### src/rtl/branch_predictor.sv
// Bimodal branch predictor with a direct-mapped BTB.
// Predicts next fetch PC in IF, resolves and trains from EX.
module branch_predictor #(
   parameter int ENTRIES = 16
) (
   input  logic        clk,
   input  logic        rst_n,
   input  logic [31:0] if_pc,
   output logic        pred_taken,
   output logic [31:0] pred_next,
   input  logic        ex_valid,
   input  logic        ex_is_branch,
   input  logic        ex_branch_take,
   input  logic [31:0] ex_pc,
   input  logic [31:0] ex_target,
   input  logic [31:0] ex_pred_next,
   output logic        mispredict,
   output logic [31:0] redirect_pc,
   output logic [31:0] branch_cnt,
   output logic [31:0] mispred_cnt
);

   localparam int IDX = $clog2(ENTRIES);
   localparam int TW  = 30 - IDX;

   localparam logic [1:0] SNT = 2'b00;
   localparam logic [1:0] WNT = 2'b01;
   localparam logic [1:0] WT  = 2'b10;
   localparam logic [1:0] ST  = 2'b11;

   logic          val_q [ENTRIES];
   logic [TW-1:0] tag_q [ENTRIES];
   logic [31:0]   tgt_q [ENTRIES];
   logic [1:0]    ctr_q [ENTRIES];

   logic [31:0]    bcnt_q, bcnt_d;
   logic [31:0]    mcnt_q, mcnt_d;
   logic [IDX-1:0] if_idx, ex_idx;
   logic [TW-1:0]  if_tag, ex_tag;
   logic           if_hit, ex_hit;
   logic           upd, take;
   logic [31:0]    actual_next;
   logic [1:0]     ctr_d;

   assign if_idx = if_pc[IDX+1:2];
   assign if_tag = if_pc[31:IDX+2];
   assign ex_idx = ex_pc[IDX+1:2];
   assign ex_tag = ex_pc[31:IDX+2];

   assign if_hit = val_q[if_idx] && (tag_q[if_idx] == if_tag);
   assign ex_hit = val_q[ex_idx] && (tag_q[ex_idx] == ex_tag);

   // IF lookup: taken only on a hit with a taken-leaning counter
   always_comb begin
      pred_taken = if_hit && ctr_q[if_idx][1];
      pred_next  = pred_taken ? tgt_q[if_idx] : if_pc + 32'd4;
   end

   assign upd  = ex_valid && ex_is_branch;
   assign take = ex_is_branch && ex_branch_take;

   // EX resolution: compare real next PC with the one fetched
   always_comb begin
      actual_next = take ? ex_target : ex_pc + 32'd4;
      mispredict  = ex_valid && (actual_next != ex_pred_next);
      redirect_pc = actual_next;
   end

   // Saturating counter step; a fresh allocation starts weakly taken
   always_comb begin
      ctr_d = ctr_q[ex_idx];
      if (!ex_hit) begin
         ctr_d = WT;
      end else if (ex_branch_take) begin
         if (ctr_q[ex_idx] != ST) ctr_d = ctr_q[ex_idx] + 2'b01;
      end else begin
         if (ctr_q[ex_idx] != SNT) ctr_d = ctr_q[ex_idx] - 2'b01;
      end
   end

   // Table write: train on hits, allocate only on taken misses
   always_ff @(posedge clk or negedge rst_n) begin
      if (!rst_n) begin
         for (int i = 0; i < ENTRIES; i++) begin
            val_q[i] <= 1'b0;
            tag_q[i] <= '0;
            tgt_q[i] <= '0;
            ctr_q[i] <= WNT;
         end
      end else if (upd && (ex_hit || ex_branch_take)) begin
         val_q[ex_idx] <= 1'b1;
         tag_q[ex_idx] <= ex_tag;
         ctr_q[ex_idx] <= ctr_d;
         if (ex_branch_take) tgt_q[ex_idx] <= ex_target;
      end
   end

   // Performance counters, wrapping naturally at 32 bits
   always_comb begin
      bcnt_d = bcnt_q + {31'd0, upd};
      mcnt_d = mcnt_q + {31'd0, mispredict};
   end

   // Counter registers
   always_ff @(posedge clk or negedge rst_n) begin
      if (!rst_n) begin
         bcnt_q <= '0;
         mcnt_q <= '0;
      end else begin
         bcnt_q <= bcnt_d;
         mcnt_q <= mcnt_d;
      end
   end

   assign branch_cnt  = bcnt_q;
   assign mispred_cnt = mcnt_q;

endmodule

### config.mk
export PLATFORM = sky130hd
export DESIGN_NAME = branch_predictor
export DESIGN_NICKNAME = d
export VERILOG_FILES = /design/src/rtl/branch_predictor.sv
export SDC_FILE = /design/constraint.sdc
export NUM_CORES = 2
export LEC_CHECK = 0
export CAP_MARGIN = 5
export CORE_ASPECT_RATIO = 1.2
export CORE_MARGIN = 4
export CORE_UTILIZATION = 48
export CTS_CLUSTER_SIZE = 14
export DETAILED_ROUTE_END_ITERATION = 12
export PLACE_DENSITY = 0.68
export SLEW_MARGIN = 20
export SYNTH_ARGS = -nofsm -noshare
export SYNTH_HDL_FRONTEND = slang
export SYNTH_SLANG_ARGS = --single-unit
### constraint.sdc
create_clock -name clk -period 5.7 [get_ports clk]
set_input_delay 0.57 -clock clk [delete_from_list [all_inputs] [get_ports clk]]
set_output_delay 0.57 -clock clk [all_outputs]
set_load 0.02 [all_outputs]
Word-level counts from Yosys, hierarchy flattened
Index checks and enable logic that the tools add are counted.

word-level totals
  bits in registers = 1040
  input port bits = 133
  output and inout bits = 130

cells by class
  $add $sub $neg = 6
  $lt $le $gt $ge = 3
  equality and inequality tests = 4
  multiplexer cells = 38
  bitwise gates (word level) = 3
  reductions and logical operators = 11

operators by type and width
  cell                   count
  $bwmux 512             1
  $bwmux 416             1
  $bmux 26 s4            2
  $mux 32                5
  $mux 26                5
  $bmux 32 s4            1
  $demux 32 s4           1
  $demux 26 s4           1
  $add 32x1->32          2
  $add 32x3->32 const B  2
  $eq 26x26->1           2
  $bwmux 32              1
  $ne 32x32->1           1
  $mux 2                 9
  $bmux 2 s4             2
  $or 16x16->16          1
  $ge 5x5->1 const B     2
  $not 4->5              2
  $bmux 1 s4             2
  $demux 2 s4            1
  $logic_and 1x1->1      8
  $lt 5x1->1 const B     1
  $mux 1                 5
  $demux 1 s4            1
  other kinds (6)        6

Logic depth before layout (Yosys ltp)
  depth in word-level cells = 9
  depth in mapped cells = 24

Least setup slack after synthesis
OpenSTA, ideal clock, no wires.

  kind = in2reg
  start = in ex_pc[5]
  end = reg mcnt_q[25], in the netlist mispred_cnt[25]
  setup time = 129 ps
  arrival time = 5330 ps
  path slack = 241 ps
  stages on the path = 23
  path buffers = 6
  cells stage by stage = buf_2 buf_2 buf_2 clkbuf_1 nand3_1 or3_1 clkbuf_1 nor2_1 xnor2_1 o21ai_0 xnor2_1 nand3_1 nor4_1 a41oi_1 ha_1 and3_1 and2_1 nand4_1 nor3_1 and3_1 clkbuf_1 nand3_1 xnor2_1

between the ends
  word-level cells in the longest chain between the ends = 5

ends and longest elaborated chain
  element                 RTL line  text
  start: declaration      14        input logic [31:0] ex_pc,
  $add 32x3->32           64        actual_next = take ? ex_target : ex_pc + 32'd4;
  $mux 32                 64
  net redirect_pc[14]     18        output logic [31:0] redirect_pc,
  $ne 32x32->1            65        mispredict = ex_valid && (actual_next != ex_pred_next);
  $logic_and 1x1->1       65
  net mispredict          17        output logic mispredict,
  $add 32x1->32           101       mcnt_d = mcnt_q + {31'd0, mispredict};
  net mcnt_d[25]          37        logic [31:0] mcnt_q, mcnt_d;
  end signal: assignment  111       mcnt_q <= mcnt_d;
  end: declaration        37

The timed path passes the listed nets, and every way through them passes these cells.
A chain may end at the register's enable or synchronous reset.

Final worst setup path
  start = reg tag_q[134] in the netlist's numbering
  end = out pred_next[29]

between the ends
  word-level cells in the longest chain between the ends = 7

ends and longest elaborated chain
  element                                      RTL line  text
  start: declaration                           32        logic [TW-1:0] tag_q [ENTRIES];
  start signal: indexed assignment             92        tag_q[ex_idx] <= ex_tag;
  $bmux 26 s4                                  50        assign if_hit = val_q[if_idx] && (tag_q[if_idx] == if_tag);
  $mux 26 (implied by the code) (2 in series)  50
  $eq 26x26->1                                 50
  $logic_and 1x1->1                            50
  $logic_and 1x1->1                            55        pred_taken = if_hit && ctr_q[if_idx][1];
  $mux 32                                      56        pred_next = pred_taken ? tgt_q[if_idx] : if_pc + 32'd4;
  end: declaration                             10        output logic [31:0] pred_next,

Every way passes these cells. The select of a mux whose other input is x is not followed.

==> impl_metrics.yaml <==
setup_path:
  crit_arrival_ns: 5.01
  worstPathRequired_ns: 5.13
  cp-end-kind: "primary output"
  path_cells: "mux4_2 -> nor2b_1 -> a211oi_1 -> a21oi_1 -> xnor2_1 -> or4b_1 -> or4_2 -> buf_12 -> mux2_4 -> clkdlybuf4s50_1"
  critPathBufInv: 2
  r2r_start: "tag_q[3]"
  start_kind: "flop"
  critPathMaxStageDelay_ns: 0.73
  reg2reg_setup_slack_ns: 1.66
  critPathTopFamily: "simple AND/OR/NAND/NOR gates"
  cp_max_fo: 32
  worst-setup-path-type: "reg2out"
  r2r-end: "tag_q[95]"
  slowest_stage: "or4_2"
  worst-r2r-cell-count: 10
synth:
  yosysWarnings: 0
  synth_edf_count: 0
  synth_area_um2: 54220
  synth_fp_nets: 3936
  avgSynthCellArea_um2: 14.29
  synth_ff_type: "dfrtp_1"
  ys_ff_latch: 1040
  synthCells: 3794
  synth_cell_types: 85
  async_reset_ff_share_pct: 100.0
  ys_seq_area_share_pct: 48.03
clock_tree:
  htreeDepth: 3
  clkSinkCount: 1040
  clockRootBuffer: "clkbuf_16"
  cts_made_buffers: 106
  cts_tree: "yes"
  worstSkewPairLatency_ns: 0.73
  clockBufferDepth: 3
  cts.clk_slew.worst_paths_ns: 0.06
floorplan:
  die_area_um2: 118400
  num_rows: 134
  core_area_um2: 111700
  die-height_um: 376.2
  start_util_pct: 48.56
  ios: 263
  dieWidth_um: 314.8
route:
  wl_um: 171300
  wl_per_cell_um: 30.68
  dr.pass1.iters: 6
  avgViaCountPerCell: 6.336
  drc_errors: 0
  first_iter_violations: 3260
  vias: 35372
  ant_nets: 0
layout:
  finalInstanceArea_um2: 62570
  fin_util_pct: 56.03
  layout-drive-gt1-share_pct: 43.19
  fillerInstances: 9087
  syn_to_final_growth_pct: 15.39
  nets: 4140
global_routing:
  grt_usage_pct: 28.87
  antenna_found_initial: 6
  overflow: 0
  grtUsageMet3_pct: 7.903
  grt_util_met1_pct: 38.29
  grt_pass1_vias: 36627
  grt_max_degree: 185
  met2_usage_pct: 45.36
  grt_pass1_wl_um: 252200
  top_usage_layer: "met2"
placed_design:
  gp_congestion: 0.9458
  postPlaceCellArea_um2: 58890
  dp_hpwl_um: 114300
  port_buffers: 262
hold_path:
  hp-start: "ctr_q[4]"
  hold_depth: 2
  holdCritPathClass: "reg2reg"
  hold_end: "ctr_q[4]"
sta:
  max_freq_ghz: 0.1793
  min_period_ns: 5.576
  slew_headroom_pct: 27.12
  rsz0062_at_grt: "no"
  fin_worst_skew_ns: 0.04644
  slew_viol_final: 0
  period_share_pct: 97.83
  tightest_slew_ns: 1.093
  finalSetupTns_ns: 0
  hold_viol: 0
  setup_viol: 0
status:
  outcome: "completed"
pwr:
  power_density_nw_per_um2: 317.3
  power.total_w: 0.01985
  max-vdd-ir-drop_v: 0.0002669
  p_leak_nw: 27.77
job:
  maxCapViolCount: 0
## worst min-delay path: stages (launching register included)
cell	delay [ns]
dfstp_2	0.37
inv_1	0.04
o2bb2ai_1	0.05
## layout by cell type (no fill, tap or decap), types with 18 or more instances in the layout
cell             synthesis  final
clkdlybuf4s50_1          0    251
buf_4                   37    151
nor2_1                  67     67
o2bb2ai_1               18     18
mux2_2                 917    917
nor3_1                  31     30
a22oi_1                 19     19
xnor2_1                159    159
inv_1                   48     48
nand2_1                125    117
and3_1                  41     40
xor2_1                  43     43
buf_12                   0     32
clkbuf_8                 0     39
dfrtp_1               1024   1024
mux2_4                  29     29
nand3_1                 72     72
mux4_2                 373    373
a21oi_1                 31     31
o21ai_0                 46     46
mux2i_1                 95     95
clkbuf_16                0    107
clkbuf_1               196     23
or2_2                   19     19
nand4_1                 30     30
## power by group
group	total (W)	switching (W)	internal, W
registers	0.00901	0.000629	0.00838
clock network	0.00729	0.00305	0.00424
logic	0.00355	0.00164	0.00191
## synthesized netlist by cell type, types with 5 or more instances
master / number / area share, %
a211oi_1: 15 / 0.21
a21o_1: 5 / 0.069
a21oi_1: 31 / 0.29
a22oi_1: 19 / 0.26
a2bb2oi_1: 17 / 0.27
a31oi_1: 11 / 0.13
and2_1: 25 / 0.29
and3_1: 41 / 0.47
and4_1: 8 / 0.13
buf_1: 45 / 0.31
buf_2: 48 / 0.44
buf_4: 37 / 0.51
buf_6: 20 / 0.42
clkbuf_1: 196 / 1.4
dfrtp_1: 1024 / 47
dfstp_2: 16 / 0.78
ha_1: 9 / 0.21
inv_1: 48 / 0.33
mux2_1: 10 / 0.21
mux2_2: 917 / 19
mux2_4: 29 / 0.80
mux2i_1: 95 / 1.8
mux4_2: 373 / 15
nand2_1: 125 / 0.87
nand2b_1: 5 / 0.058
nand3_1: 72 / 0.66
nand4_1: 30 / 0.35
nor2_1: 67 / 0.46
nor2b_1: 12 / 0.14
nor3_1: 31 / 0.29
nor3b_1: 6 / 0.083
nor4_1: 8 / 0.092
o2111ai_1: 7 / 0.11
o211ai_1: 8 / 0.11
o21ai_0: 46 / 0.42
o22ai_1: 9 / 0.10
o2bb2ai_1: 18 / 0.29
or2_2: 19 / 0.22
or3_1: 7 / 0.081
xnor2_1: 159 / 2.6
xor2_1: 43 / 0.69
## flip-flops by register name, summed over array words and instances (netlist names)
| register | cells |
|---|---|
| branch_cnt | 32 |
| ctr_q | 32 |
| mispred_cnt | 32 |
| tag_q | 416 |
| tgt_q | 512 |
| val_q | 16 |
## kinds of logic (layout without fill, tap and decap cells)
kind of cell    count (synthesis)  after routing  share of synthesized area [%]
mux                          1424           1424                          37.30
flops                        1040           1040                          48.03
simple gates                  479            479                          4.576
buf+inv                       397            687                          3.392
compound gates                242            242                          3.212
xor+xnor                      202            202                          3.263
fa+ha+maj                      10             10                         0.2261
other cells                     0              3                              0
## metal layers
| layer | up-vias | wire (um) | share of wire (%) |
|---|---|---|---|
| met4 | 4 | 7152 | 4.2 |
| li1 | 14584 | - | - |
| met1 | 18986 | 68530 | 40 |
| met3 | 326 | 15010 | 8.8 |
| met5 | - | 28 | 0.016 |
| met2 | 1472 | 80570 | 47 |
## layout make-up
cell class                      count  area [um^2]  area share [%]
Sequential cell                  1040        26050           41.63
Clock inverter                     25        360.3          0.5759
Timing Repair Buffer              442         4380           7.001
Antenna cell                        3        7.507         0.01200
Inverter                           51        191.4          0.3060
Tap cell                         1496         1872           2.992
Multi-Input combinational cell   2357        26410           42.21
Clock buffer                      169         3301           5.275
## worst max-delay path by stage
stage	from	end	slack (ns)	cells after the start
floorplan	ex_pc[5]	mispred_cnt[25]	0.24	23
global placement	ex_pc[23]	mispred_cnt[29]	0.33	18
detailed placement	if_pc[2]	pred_next[12]	0.33	11
CTS	tag_q[64]	pred_next[12]	0.12	10
global route	tag_q[64]	pred_next[18]	0.04	10
finish	tag_q[134]	pred_next[29]	0.12	10
## stage by stage
stage | setup slack (ns) | hold slack [ns] | instances
floorplan | 0.2411 | 0.2744 | 3794
global placement | 0.3263 | 0.4464 | 5385
detailed placement | 0.3274 | 0.4495 | 5385
CTS | 0.1160 | 0.4558 | 5580
global route | 0.04192 | 0.4746 | 5580
finish | 0.1239 | 0.4603 | 5583
## timing repair
item / 4_1_cts / 5_1_grt
setup buffers: 0 / 0
endpoints found under the setup margin: 0 / 27
hold buffers: 1 / 0
gates resized for setup: 0 / 1
endpoints found under the hold margin: 78 / 0
No activity file was read; power rests on OpenSTA's default activity.
